### src/rtl/ex_muldiv.sv
// Iterative RV32M multiply/divide sequencer beside the execute stage.
// Magnitude shift-add / restoring-divide core; divide-by-zero and overflow resolve in one cycle.
module ex_muldiv #(
  parameter int REG_DATA_W = 32
) (
  input  logic                  clk,
  input  logic                  rst_n,
  input  logic                  start_i,
  input  logic [2:0]            funct3_i,
  input  logic [REG_DATA_W-1:0] rs1_data_i,
  input  logic [REG_DATA_W-1:0] rs2_data_i,
  input  logic [4:0]            wreg_addr_i,
  input  logic                  flush_i,
  output logic                  stall_o,
  output logic                  busy_o,
  output logic                  done_o,
  output logic                  wreg_en_o,
  output logic [4:0]            wreg_addr_o,
  output logic [REG_DATA_W-1:0] wreg_data_o
);
  localparam int W  = REG_DATA_W;
  localparam int CW = $clog2(W) + 1;

  typedef enum logic [1:0] {IDLE, CALC, DONE} state_e;

  state_e          state_q, state_d;
  logic [CW-1:0]   cnt_q, cnt_d;
  logic [2:0]      f3_q, f3_d;
  logic [W-1:0]    b_q, b_d;
  logic [2*W-1:0]  acc_q, acc_d;
  logic            neg_q, neg_d, rneg_q, rneg_d;
  logic [4:0]      waddr_q, waddr_d;
  logic [W-1:0]    wdata_q, wdata_d;

  logic            accept, sgn2_en, sgn1_en, s1, s2, div0, ovf, special;
  logic [W-1:0]    mag1, mag2, spec_res, quo, rem, res_fin;
  logic [W:0]      add_sum, sub_shift, sub_diff;
  logic [2*W-1:0]  mul_step, div_step, acc_nx, prod_s;

  assign accept  = (state_q == IDLE) && start_i && !flush_i;

  // Operand sign handling: MULHSU treats only rs1 as signed; *U ops are unsigned.
  assign sgn2_en = (funct3_i[2:1] == 2'b00) || (funct3_i[2] && !funct3_i[0]);
  assign sgn1_en = sgn2_en || (funct3_i == 3'b010);
  assign s1      = sgn1_en && rs1_data_i[W-1];
  assign s2      = sgn2_en && rs2_data_i[W-1];
  assign mag1    = s1 ? -rs1_data_i : rs1_data_i;
  assign mag2    = s2 ? -rs2_data_i : rs2_data_i;

  assign div0    = funct3_i[2] && (rs2_data_i == '0);
  assign ovf     = funct3_i[2] && !funct3_i[0] && (rs1_data_i == {1'b1, {(W-1){1'b0}}})
                   && (rs2_data_i == '1);
  assign special = div0 || ovf;
  assign spec_res = div0 ? (funct3_i[1] ? rs1_data_i : '1)
                         : (funct3_i[1] ? '0 : {1'b1, {(W-1){1'b0}}});

  // acc holds {partial product, multiplier} or {remainder, dividend/quotient}.
  assign add_sum   = {1'b0, acc_q[2*W-1:W]} + (acc_q[0] ? {1'b0, b_q} : '0);
  assign mul_step  = {add_sum, acc_q[W-1:1]};
  assign sub_shift = {acc_q[2*W-1:W], acc_q[W-1]};
  assign sub_diff  = sub_shift - {1'b0, b_q};
  assign div_step  = sub_diff[W] ? {sub_shift[W-1:0], acc_q[W-2:0], 1'b0}
                                 : {sub_diff[W-1:0],  acc_q[W-2:0], 1'b1};
  assign acc_nx    = f3_q[2] ? div_step : mul_step;

  assign prod_s = neg_q ? -acc_nx : acc_nx;
  assign quo    = acc_nx[W-1:0];
  assign rem    = acc_nx[2*W-1:W];

  always_comb begin
    res_fin = '0;
    case (f3_q)
      3'b000:                 res_fin = prod_s[W-1:0];
      3'b001, 3'b010, 3'b011: res_fin = prod_s[2*W-1:W];
      3'b100, 3'b101:         res_fin = neg_q ? -quo : quo;
      default:                res_fin = rneg_q ? -rem : rem;
    endcase
  end

  always_comb begin
    state_d = state_q;
    cnt_d   = cnt_q;
    f3_d    = f3_q;
    b_d     = b_q;
    acc_d   = acc_q;
    neg_d   = neg_q;
    rneg_d  = rneg_q;
    waddr_d = waddr_q;
    wdata_d = wdata_q;
    case (state_q)
      IDLE: if (accept) begin
        f3_d    = funct3_i;
        b_d     = mag2;
        acc_d   = {{W{1'b0}}, mag1};
        neg_d   = s1 ^ s2;
        rneg_d  = s1;
        waddr_d = wreg_addr_i;
        cnt_d   = '0;
        if (special) begin
          state_d = DONE;
          wdata_d = spec_res;
        end else begin
          state_d = CALC;
        end
      end
      CALC: begin
        acc_d = acc_nx;
        cnt_d = cnt_q + CW'(1);
        if (cnt_q == CW'(W-1)) begin
          state_d = DONE;
          wdata_d = res_fin;
        end
      end
      DONE:    state_d = IDLE;
      default: state_d = IDLE;
    endcase
    // An aborted op must not leave a partial result on the write-back bus.
    if (flush_i) begin
      state_d = IDLE;
      wdata_d = wdata_q;
    end
  end

  always_ff @(posedge clk) begin
    if (!rst_n) begin
      state_q <= IDLE;
      cnt_q   <= '0;
      f3_q    <= '0;
      b_q     <= '0;
      acc_q   <= '0;
      neg_q   <= 1'b0;
      rneg_q  <= 1'b0;
      waddr_q <= '0;
      wdata_q <= '0;
    end else begin
      state_q <= state_d;
      cnt_q   <= cnt_d;
      f3_q    <= f3_d;
      b_q     <= b_d;
      acc_q   <= acc_d;
      neg_q   <= neg_d;
      rneg_q  <= rneg_d;
      waddr_q <= waddr_d;
      wdata_q <= wdata_d;
    end
  end

  assign stall_o     = accept || (state_q == CALC);
  assign busy_o      = (state_q != IDLE);
  assign done_o      = (state_q == DONE);
  assign wreg_en_o   = done_o;
  assign wreg_addr_o = waddr_q;
  assign wreg_data_o = wdata_q;

endmodule

### config.mk
export PLATFORM = sky130hd
export DESIGN_NAME = ex_muldiv
export DESIGN_NICKNAME = d
export VERILOG_FILES = /design/src/rtl/ex_muldiv.sv
export SDC_FILE = /design/constraint.sdc
export NUM_CORES = 1
export LEC_CHECK = 0
export CELL_PAD_IN_SITES_DETAIL_PLACEMENT = 0
export CELL_PAD_IN_SITES_GLOBAL_PLACEMENT = 2
export CORE_UTILIZATION = 38
export DETAILED_ROUTE_END_ITERATION = 7
export GPL_TIMING_DRIVEN = 0
export MAX_ROUTING_LAYER = met4
export PLACE_DENSITY = 0.95
export SYNTH_ARGS = -nofsm -noshare
export SYNTH_HDL_FRONTEND = slang
export SYNTH_SLANG_ARGS = --single-unit
export TNS_END_PERCENT = 20
### constraint.sdc
create_clock -name clk -period 16.7 [get_ports clk]
set_input_delay 3.34 -clock clk [delete_from_list [all_inputs] [get_ports clk]]
set_output_delay 3.34 -clock clk [all_outputs]
set_load 0.005 [all_outputs]
==> impl_metrics.yaml <==
final_layout:
  final_cell_mix: "254 x nand2_1, 176 x o21ai_0, 146 x dfxtp_1, 141 x nor2_1, 137 x a21oi_1"
  final_util: 0.448
  nFillCells: 4162
  layout_commonest_cell: "nand2_1"
  drive_gt1_frac: 0.0370
  design_area_um2: 17900
  seq_area_um2: 2920
  multiInputGateArea_um2: 11800
  syn_to_final_growth_pct: 15.7
  nNetsFinal: 2435
power_and_ir_drop:
  pwr-share-comb: 0.329
  powerDensity_nw_per_um2: 65.8
  vdd_ir_drop_max_v: 0.0000776
  switching_share: 0.389
  power_frac_seq: 0.317
  p_switching_mw: 0.458
  pwr-share-clk: 0.354
  p_int_mw: 0.719
  p_leak_nw: 6.98
logic_synthesis:
  synth_seq_cells: 146
  ys.warnings.count: 0
  synth_edf_count: 0
  yosys-top-cells-area: "dfxtp_1 19%, nand2_1 6.2%, xnor2_1 6.1%"
  synth-main-ff-cell: "dfxtp_1"
  synthCells: 2151
  synthesis.area_um2: 15500
  synth_largest_area_cell: "dfxtp_1"
  syn-num-nets: 2299
  seq_area_frac_synth: 0.189
  avgSynthCellArea_um2: 7.19
  async_reset_ff_frac: 0
  yosys.area.top_type_share: 0.189
  yosysUniqueCellTypes: 93
timing:
  slew_headroom: -0.0671
  slew_violations: 8
  fin_setup_tns_ps: 0
  fmaxAchievable_ghz: 0.0979
  period_share: 0.612
  setup_violations: 0
  fin_worst_skew_ps: 16.0
  fin_crit_ps: 10210
  whs_ps: 471
  worst_pin_slew_ps: 1600
  rsz0062_at_grt: "no"
  setup_slack_ps: 6490
  hold_viol_final: 0
drt:
  drtPass1Iterations: 5
  drc: 0
  drtIter0Drc: 2116
  antenna_left: 0
  routed_wirelength_um: 79000
  wire_per_inst_um: 27.9
  vias_per_cell: 6.40
  vias: 18100
floorplan:
  core_um2: 39900
  dieHeight_um: 204
  pin_count: 117
  start_util: 0.387
  die_w_um: 204
  dieArea_um2: 41500
  std_cell_rows: 73
grt:
  antenna_found_initial: 3
  globalRouteTotalUtil: 0.389
  overflow: 0
  grt_pass1_vias: 16800
  grt_pass1_wl_um: 114000
  grt_start_max_net_pins: 17
clock_tree:
  cts-root-buf: "clkbuf_16"
  cts_inserted_buffers: 17
  cts_tree: "built"
  cts_max_path_buffers: 2
  clock-sinks: 146
  cts_resized: 0
  htreeDepth: 4
  clkTransAtPathRegs_ps: 70
  cts_hold_buffers: 0
  post_cts_buffers: 0
  clkLatencyLatePin_ps: 480
critical_path:
  worstPathCellList: "clkdlybuf4s50_1 -> nor3b_1 -> nor2_1 -> inv_1 -> clkdlybuf4s50_1"
  cp_num_buf_inv: 3
  crit_start: "flush_i"
  critPathMaxStageDelay_ps: 1290
  path_common_cell: "clkdlybuf4s50_1"
  crit_path_end_kind: "primary output"
  path_max_fanout: 10
  critical_path.top_delay_family: "simple AND/OR/NAND/NOR gates"
  crit_arrival_ps: 6870
  cp_data_required_time_ps: 13360
  timing.rr.start: "b_q[31]"
  critPathSlowestCell: "nor3b_1"
  start_kind: "input pin"
  path_class: "in -> out"
place:
  place_congestion: 1.04
  placed_area_um2: 17300
  port-buffer-count: 116
  dpl.hpwl_um: 64400
  dp_slack_ps: 6730
min_path:
  hold_path_startpoint: "wreg_addr_o[1]"
  hold_path_class: "reg -> reg"
status:
  violations: "max-capacitance violations, max-slew violations"
  outcome: "complete, but fails checks"
run:
  drv_cap: 1
## tightest hold or removal path, stage by stage, from the launching register on
cell	delay [ps]
dfxtp_1	310
nand2_1	50
a21boi_0	60
## kinds of logic after synthesis
logic type | synth area share
XOR/XNOR | 0.101
buffers and inverters | 0.0498
adder cells (fa/ha/maj) | 0.0593
multiplexers | 0.0328
flip-flops | 0.189
AND/OR/NAND/NOR | 0.261
AO/OA/AOI/OAI | 0.307
## power by group through the flow
stage	clock (mW)	combinational [mW]	sequential, mW
finish	0.417	0.387	0.373
global route	0.430	0.409	0.374
CTS	0.417	0.372	0.372
detailed placement	0	0.370	0.380
global placement	0	0.371	0.380
floorplan	0	0.225	0.376
## final timing paths
path / endpoint / slack [ps] / depth (start not counted)
worst max-delay path: stall_o / 6490 / 5
worst min-delay path: wreg_addr_o[1] / 470 / 2
worst max register to register: wreg_data_o[30] / 7400 / 25
worst min register to register: wreg_addr_o[1] / 470 / 2
## state kept, by name, summed over array words and instances (netlist names)
register     flops
f3_q             3
state_q          2
cnt_q            6
wreg_addr_o      5
acc_q           64
neg_q            1
rneg_q           1
wreg_data_o     32
b_q             32
## synth_stat cells (22+ instances only)
cell        n
nor2_1    141
xor2_1     70
clkbuf_1  113
dfxtp_1   146
ha_1       70
nor3_1     63
a21oi_1   137
nand2b_1   22
a211oi_1   25
and2_1     95
nand4_1    31
nand2_1   254
o31ai_1    25
o221ai_1   37
a31oi_1    30
o211ai_1   28
a22oi_1    27
o211a_1    34
or3_1      22
a21o_1     26
nand3_1    38
mux2i_1    45
o21ai_0   176
xnor2_1   108
nor2b_1    33
inv_1      73
## per-stage QoR
stage,power [mW],cells
floorplan,0.601,2151
global placement,0.751,2792
detailed placement,0.750,2792
CTS,1.16,2824
global route,1.21,2827
finish,1.18,2828
## routing by layer
| layer | vias to the layer above | track usage | wire [µm] |
|---|---|---|---|
| li1 | 8199 | - | - |
| met1 | 8833 | 0.557 | 36500 |
| met2 | 946 | 0.527 | 31600 |
| met3 | 135 | 0.0823 | 8310 |
| met4 | 0 | 0.136 | 2600 |
| met5 | - | - | 0 |
## cell type report
class                   instances  share of cell area
well taps                     525              0.0367
repair buffers                117              0.0652
clock inverters                13             0.00825
inverters                      75              0.0157
flip-flops and latches        146               0.163
diodes                          3            0.000420
multi-input cells            1803               0.658
clock buffers                  19              0.0253
plain buffers                 127              0.0273
No activity file was read; power rests on OpenSTA's default activity.
